`src/rtl/controla_so_multi_pkg.sv`:
```
// Shared types for the BIOS/OS/user mode controller: FSM state encoding,
// modo output codes and exit-cause codes.
package controla_so_pkg;

    typedef enum logic [2:0] {
        BIOS,
        SO,
        RESTAURA,
        USER,
        SALVA,
        HALTED
    } estado_t;

    localparam logic [1:0] MODO_BIOS = 2'd0;
    localparam logic [1:0] MODO_SO   = 2'd1;
    localparam logic [1:0] MODO_USER = 2'd2;
    localparam logic [1:0] MODO_HALT = 2'd3;

    localparam logic CAUSA_FIM     = 1'b0;
    localparam logic CAUSA_PREEMPT = 1'b1;

endpackage

```
`src/rtl/controla_so_multi_if.sv`:
```
// Signal bundle between the mode controller (master) and the CPU / OS /
// context store side (slave).
interface controla_so_multi_if #(
    parameter int N_PROC = 4
) ();
    localparam int PID_W = $clog2(N_PROC);

    logic              HALT;
    logic              os_dispatch;
    logic [PID_W-1:0]  os_pid;
    logic              ctx_ack;
    logic              Sel_BIOS;
    logic              bloq_cpu;
    logic [1:0]        modo;
    logic [PID_W-1:0]  proc_id;
    logic              save_req;
    logic              restore_req;
    logic              causa;
    logic [N_PROC-1:0] proc_fin;
    logic              pid_err;

    modport master (
        input  HALT, os_dispatch, os_pid, ctx_ack,
        output Sel_BIOS, bloq_cpu, modo, proc_id, save_req, restore_req,
               causa, proc_fin, pid_err
    );

    modport slave (
        output HALT, os_dispatch, os_pid, ctx_ack,
        input  Sel_BIOS, bloq_cpu, modo, proc_id, save_req, restore_req,
               causa, proc_fin, pid_err
    );
endinterface

```
`src/rtl/controla_so_multi_temporizador_quantum.sv`:
```
// Time-slice down-counter: reloads to QUANTUM-1 on load, counts down while en,
// and holds at zero (no wrap) with expire asserted.
module temporizador_quantum #(
    parameter int QUANTUM = 1000,
    parameter int QCNT_W  = 16
) (
    input  logic clk,
    input  logic reset,
    input  logic load,
    input  logic en,
    output logic expire
);
    localparam logic [QCNT_W-1:0] RELOAD = QCNT_W'(QUANTUM - 1);

    logic [QCNT_W-1:0] qcnt;

    always_ff @(posedge clk or negedge reset) begin
        if (!reset) begin
            qcnt <= '0;
        end else if (load) begin
            qcnt <= RELOAD;
        end else if (en && (qcnt != '0)) begin
            qcnt <= qcnt - QCNT_W'(1);
        end
    end

    assign expire = (qcnt == '0);
endmodule

```
`src/rtl/controla_so_multi.sv`:
```
// Mode controller: BIOS -> OS kernel -> user processes, sequencing context
// save/restore. Quantum preemption is built only when PREEMPT_EN is defined.
//
// state    | meaning
// BIOS     | fetching from BIOS ROM until the first HALT
// SO       | OS kernel running, waiting for a dispatch or HALT
// RESTAURA | CPU stalled while the context store restores proc_id
// USER     | user process proc_id running
// SALVA    | CPU stalled while the context store saves proc_id
// HALTED   | system halted, terminal until reset
module controla_so_multi
    import controla_so_pkg::*;
#(
    parameter int N_PROC  = 4,
    parameter int QUANTUM = 1000,
    parameter int QCNT_W  = 16
) (
    input logic                 clk,
    input logic                 reset,
    controla_so_multi_if.master bus
);
    localparam int               PID_W      = $clog2(N_PROC);
    localparam logic [PID_W:0]   N_PROC_LIM = (PID_W + 1)'(N_PROC);

    if (N_PROC < 2 || QUANTUM < 2 || $clog2(QUANTUM) > QCNT_W) begin : g_cfg_err
        $error("controla_so_multi: invalid N_PROC/QUANTUM/QCNT_W");
    end

    estado_t           estado_q, estado_d;
    logic              sel_q, sel_d;
    logic              bloq_q, bloq_d;
    logic [1:0]        modo_q, modo_d;
    logic [PID_W-1:0]  pid_q, pid_d;
    logic              save_q, save_d;
    logic              rest_q, rest_d;
    logic              causa_q, causa_d;
    logic [N_PROC-1:0] fin_q, fin_d;
    logic              err_q, err_d;
    logic              expire;

`ifdef PREEMPT_EN
    logic timer_load;
    logic timer_en;

    // Reload exactly on the edge that enters USER.
    assign timer_load = (estado_q == RESTAURA) && bus.ctx_ack;
    assign timer_en   = (estado_q == USER);

    temporizador_quantum #(
        .QUANTUM (QUANTUM),
        .QCNT_W  (QCNT_W)
    ) u_temporizador (
        .clk    (clk),
        .reset  (reset),
        .load   (timer_load),
        .en     (timer_en),
        .expire (expire)
    );
`else
    assign expire = 1'b0;
`endif

    always_ff @(posedge clk or negedge reset) begin
        if (!reset) begin
            estado_q <= BIOS;
            sel_q    <= 1'b1;
            bloq_q   <= 1'b0;
            modo_q   <= MODO_BIOS;
            pid_q    <= '0;
            save_q   <= 1'b0;
            rest_q   <= 1'b0;
            causa_q  <= CAUSA_FIM;
            fin_q    <= '0;
            err_q    <= 1'b0;
        end else begin
            estado_q <= estado_d;
            sel_q    <= sel_d;
            bloq_q   <= bloq_d;
            modo_q   <= modo_d;
            pid_q    <= pid_d;
            save_q   <= save_d;
            rest_q   <= rest_d;
            causa_q  <= causa_d;
            fin_q    <= fin_d;
            err_q    <= err_d;
        end
    end

    always_comb begin
        estado_d = estado_q;
        sel_d    = sel_q;
        bloq_d   = bloq_q;
        modo_d   = modo_q;
        pid_d    = pid_q;
        save_d   = save_q;
        rest_d   = rest_q;
        causa_d  = causa_q;
        fin_d    = fin_q;
        err_d    = err_q;

        case (estado_q)
            BIOS: begin
                if (bus.HALT) begin
                    estado_d = SO;
                    sel_d    = 1'b0;
                    modo_d   = MODO_SO;
                end
            end
            SO: begin
                if (bus.HALT) begin
                    estado_d = HALTED;
                    bloq_d   = 1'b1;
                    modo_d   = MODO_HALT;
                end else if (bus.os_dispatch) begin
                    if ({1'b0, bus.os_pid} < N_PROC_LIM) begin
                        estado_d             = RESTAURA;
                        pid_d                = bus.os_pid;
                        rest_d               = 1'b1;
                        bloq_d               = 1'b1;
                        fin_d[bus.os_pid]    = 1'b0;
                    end else begin
                        err_d = 1'b1;
                    end
                end
            end
            RESTAURA: begin
                if (bus.ctx_ack) begin
                    estado_d = USER;
                    rest_d   = 1'b0;
                    bloq_d   = 1'b0;
                    modo_d   = MODO_USER;
                end
            end
            USER: begin
                // HALT takes priority over a same-cycle quantum expiry.
                if (bus.HALT || expire) begin
                    estado_d = SALVA;
                    save_d   = 1'b1;
                    bloq_d   = 1'b1;
                    causa_d  = bus.HALT ? CAUSA_FIM : CAUSA_PREEMPT;
                    if (bus.HALT) begin
                        fin_d[pid_q] = 1'b1;
                    end
                end
            end
            SALVA: begin
                if (bus.ctx_ack) begin
                    estado_d = SO;
                    save_d   = 1'b0;
                    bloq_d   = 1'b0;
                    modo_d   = MODO_SO;
                end
            end
            HALTED: begin
            end
            default: begin
                estado_d = BIOS;
            end
        endcase
    end

    assign bus.Sel_BIOS    = sel_q;
    assign bus.bloq_cpu    = bloq_q;
    assign bus.modo        = modo_q;
    assign bus.proc_id     = pid_q;
    assign bus.save_req    = save_q;
    assign bus.restore_req = rest_q;
    assign bus.causa       = causa_q;
    assign bus.proc_fin    = fin_q;
    assign bus.pid_err     = err_q;
endmodule
```
`src/flat_wrapper.sv`:
```
// flat-port wrapper written by rule: the top's interface ports become plain ports
module controla_so_multi_flat import controla_so_pkg::*;
#(
    parameter int N_PROC  = 4,
    parameter int QUANTUM = 1000,
    parameter int QCNT_W  = 16
)
  (clk, reset, bus_HALT, bus_os_dispatch, bus_os_pid, bus_ctx_ack, bus_Sel_BIOS, bus_bloq_cpu, bus_modo, bus_proc_id, bus_save_req, bus_restore_req, bus_causa, bus_proc_fin, bus_pid_err);
  controla_so_multi_if #(.N_PROC(N_PROC)) bus_i ();
  input logic clk;
  input logic reset;
  input wire logic [$bits(bus_i.HALT)-1:0] bus_HALT;
  input wire logic [$bits(bus_i.os_dispatch)-1:0] bus_os_dispatch;
  input wire logic [$bits(bus_i.os_pid)-1:0] bus_os_pid;
  input wire logic [$bits(bus_i.ctx_ack)-1:0] bus_ctx_ack;
  output wire logic [$bits(bus_i.Sel_BIOS)-1:0] bus_Sel_BIOS;
  output wire logic [$bits(bus_i.bloq_cpu)-1:0] bus_bloq_cpu;
  output wire logic [$bits(bus_i.modo)-1:0] bus_modo;
  output wire logic [$bits(bus_i.proc_id)-1:0] bus_proc_id;
  output wire logic [$bits(bus_i.save_req)-1:0] bus_save_req;
  output wire logic [$bits(bus_i.restore_req)-1:0] bus_restore_req;
  output wire logic [$bits(bus_i.causa)-1:0] bus_causa;
  output wire logic [$bits(bus_i.proc_fin)-1:0] bus_proc_fin;
  output wire logic [$bits(bus_i.pid_err)-1:0] bus_pid_err;
  assign bus_i.HALT = bus_HALT;
  assign bus_i.os_dispatch = bus_os_dispatch;
  assign bus_i.os_pid = bus_os_pid;
  assign bus_i.ctx_ack = bus_ctx_ack;
  assign bus_Sel_BIOS = bus_i.Sel_BIOS;
  assign bus_bloq_cpu = bus_i.bloq_cpu;
  assign bus_modo = bus_i.modo;
  assign bus_proc_id = bus_i.proc_id;
  assign bus_save_req = bus_i.save_req;
  assign bus_restore_req = bus_i.restore_req;
  assign bus_causa = bus_i.causa;
  assign bus_proc_fin = bus_i.proc_fin;
  assign bus_pid_err = bus_i.pid_err;
  controla_so_multi #(.N_PROC(N_PROC), .QUANTUM(QUANTUM), .QCNT_W(QCNT_W)) u_core (.clk(clk), .reset(reset), .bus(bus_i));
endmodule
```
`config.mk`:
```
export PLATFORM = sky130hd
export DESIGN_NAME = controla_so_multi_flat
export DESIGN_NICKNAME = d
export VERILOG_FILES = /design/src/rtl/controla_so_multi_pkg.sv /design/src/rtl/controla_so_multi_if.sv /design/src/rtl/controla_so_multi_temporizador_quantum.sv /design/src/rtl/controla_so_multi.sv /design/src/flat_wrapper.sv
export SDC_FILE = /design/constraint.sdc
export NUM_CORES = 1
export LEC_CHECK = 0
export BUFFER_PORTS_ARGS = -buffer_cell sky130_fd_sc_hd__clkbuf_2
export CORE_ASPECT_RATIO = 0.75
export CORE_UTILIZATION = 44
export CTS_BUF_LIST = sky130_fd_sc_hd__clkbuf_4
export DETAILED_ROUTE_END_ITERATION = 10
export PLACE_DENSITY = 0.71
export SETUP_SLACK_MARGIN = 0.2
export SLEW_MARGIN = 20
export SYNTH_ARGS = -nofsm -noshare
export SYNTH_HDL_FRONTEND = slang
export SYNTH_SLANG_ARGS = --single-unit
```
`constraint.sdc`:
```
create_clock -name clk -period 3.2 [get_ports clk]
set_clock_uncertainty 0.15 [all_clocks]
set_input_delay 0.32 -clock clk [delete_from_list [all_inputs] [get_ports clk]]
set_output_delay 0.32 -clock clk [all_outputs]
set_load 0.02 [all_outputs]
```
==> flow_summary.json <==
{
  "r2r.worst_path.cells": 3,
  "clk_pin_slew_ps": 100,
  "grt_remaining_overflow": 0,
  "finalWirelength_um": 1510,
  "hold_viol": 0,
  "hold_slack_ps": 161,
  "min_to": "u_core.bus.proc_id[1]",
  "critPathCaptureType": "flop",
  "post_cts_buffers": 0,
  "gp_congestion": 0.756,
  "hold_path_class": "input pin to flop",
  "path_cells": "and2_0 > and2_4 > mux2_4",
  "drive_above_1_share": 0.295,
  "synth_area_leaders": "dfrtp_1, o21ai_0, mux2_4",
  "clk_latency_ps": 300,
  "drt-initial-drc-count": 10,
  "synth_top_area_cell": "dfrtp_1",
  "max_freq_mhz": 611,
  "final_common_cell": "clkbuf_2",
  "grt_pass1_vias": 524,
  "cp.arrival_ps": 1680,
  "ir_drop_mv": 0.583,
  "cts_resized": 0,
  "synth_top_area_share": 0.447,
  "outcome": "completed",
  "synth_edf_count": 0,
  "worst-path-max-fanout": 12,
  "slew_violations": 0,
  "rr_startpoint": "u_core.estado_q[0]",
  "io_buffers": 18,
  "design.die.area_sq_mm": 0.00196,
  "postCtsHoldBufs": 1,
  "cp_slowest_cell": "dfrtp_1",
  "num_vias": 647,
  "final_cell_mix": "clkbuf_2, dfrtp_1, o21ai_0",
  "die_h_um": 38.6,
  "syn_area_sq_um": 785,
  "grt_pass1_wl_um": 2480,
  "finalCriticalPeriod_ps": 1640,
  "rsz0062_at_grt": "false",
  "cts_tree": "done",
  "dp.cells": 111,
  "ys_seq_elements": 15,
  "crit_required_ps": 3250,
  "wire_per_inst_um": 13.0,
  "drc": 0,
  "hp-start": "bus_os_pid[1]",
  "first_pass_iters": 4,
  "r2r_end": "u_core.bus.proc_id[0]",
  "fillers": 157,
  "power.leakage_uw": 0.000400,
  "syn_inst": 77,
  "clock-sinks": 15,
  "clockRootBuffer": "clkbuf_4",
  "n_antenna_cell": 0,
  "fin_setup_tns_ps": 0,
  "grt_max_degree": 17,
  "grt_use_total": 0.194,
  "power_density_mw_per_mm2": 957,
  "cp.depth": 3,
  "cts_buffers": 3,
  "row_count": 12,
  "crit_path_max_incr_delay_ps": 550,
  "core_sq_mm": 0.00158,
  "die_x_um": 50.8,
  "crit_buf_inv": 0,
  "antenna_found_initial": 0,
  "hpwlAfterDp_um": 1120,
  "whs_path_depth": 2,
  "postSynthAreaPerCell_sq_um": 10.2,
  "synth-async-reset-ratio": 1.00,
  "ant_nets": 0,
  "vias_per_cell": 5.58,
  "io_pins": 21,
  "startpoint_type": "flop",
  "area_growth_syn_to_layout_pct": 15.3,
  "crit_family": "simple AND/OR/NAND/NOR gates",
  "synth_cell_types": 33,
  "fin_cells": 116,
  "cap_viol_max_count": 0,
  "worst-setup-path-type": "flop to flop",
  "cts_buffer_depth": 2,
  "initial_core_util": 0.498,
  "worst-r2r-setup-slack_ps": 1560,
  "cts-htree-levels": 1,
  "nets": 103,
  "period_share": 0.511,
  "ys.flop_type": "dfrtp_1",
  "setup_viol": 0,
  "synth-seq-area-share": 0.480,
  "synth_warnings": 0
}
layout make-up:
type,instances,area [sq um],share of cell area
multi-input combinational,53,359,0.397
sequential,15,377,0.416
timing repair buffer,19,100,0.111
clock buffer,3,22.5,0.0249
tap,21,26.3,0.0290
clock inverter,1,5.00,0.00553
inverter,4,15.0,0.0166
per-layer routing:
layer  wire [um]  up-vias  global-route usage
li1            -      317                   -
met1         734      313               0.255
met2         653       13               0.267
met3          88        4              0.0863
met4          28        0               0.104
met5           0        -                   0
Yosys cell counts (2+ instances only):
| master | count |
|---|---|
| dfrtp_1 | 14 |
| o31ai_1 | 3 |
| nor2_1 | 5 |
| nand2_1 | 2 |
| o21ai_0 | 11 |
| buf_2 | 3 |
| buf_4 | 3 |
| nor3b_1 | 2 |
| mux2_4 | 2 |
| nand2b_1 | 2 |
| inv_1 | 4 |
| nand3_1 | 2 |
| a21oi_1 | 2 |
| nand4b_1 | 3 |
report_power, final:
group	leakage, uW	internal [uW]	switching, uW
sequential	0.000172	270	115
combinational	0.000211	164	205
clock	0.0000177	46.6	64.6
worst max-delay path by stage:
stage,slack (ps),end,start
6_report,1560,u_core.bus.proc_id[0],u_core.estado_q[0]
5_1_grt,1440,u_core.bus.proc_id[1],u_core.estado_q[0]
4_1_cts,1560,u_core.bus.proc_id[1],u_core.estado_q[0]
3_5_place_dp,1570,u_core.bus.proc_id[1],u_core.estado_q[0]
3_3_place_gp,1620,u_core.bus.proc_id[0],u_core.estado_q[0]
2_1_floorplan,1810,u_core.bus.proc_id[0],u_core.estado_q[2]
logic make-up after synthesis:
family | synth area share
AO/OA/AOI/OAI | 0.220
buffers and inverters | 0.0670
flip-flops | 0.480
multiplexers | 0.0383
other | 0.00478
AND/OR/NAND/NOR | 0.190
flip-flops by register name, indices dropped and copies added, names as in the netlist:
register                cells
u_core.bus.Sel_BIOS         1
u_core.estado_q             3
u_core.bus.bloq_cpu         1
u_core.bus.proc_fin         4
u_core.bus.restore_req      1
u_core.bus.modo             2
u_core.bus.save_req         1
u_core.bus.proc_id          2
stage by stage:
stage | area [sq um] | setup slack [ps] | total power [uW] | util
global route | 905 | 1440 | 936 | 0.574
global placement | 867 | 1620 | 753 | 0.550
detailed placement | 867 | 1570 | 759 | 0.550
CTS | 905 | 1560 | 870 | 0.574
finish | 905 | 1560 | 865 | 0.574
floorplan | 788 | 1810 | 653 | -
No activity file was read; power rests on OpenSTA's default activity.
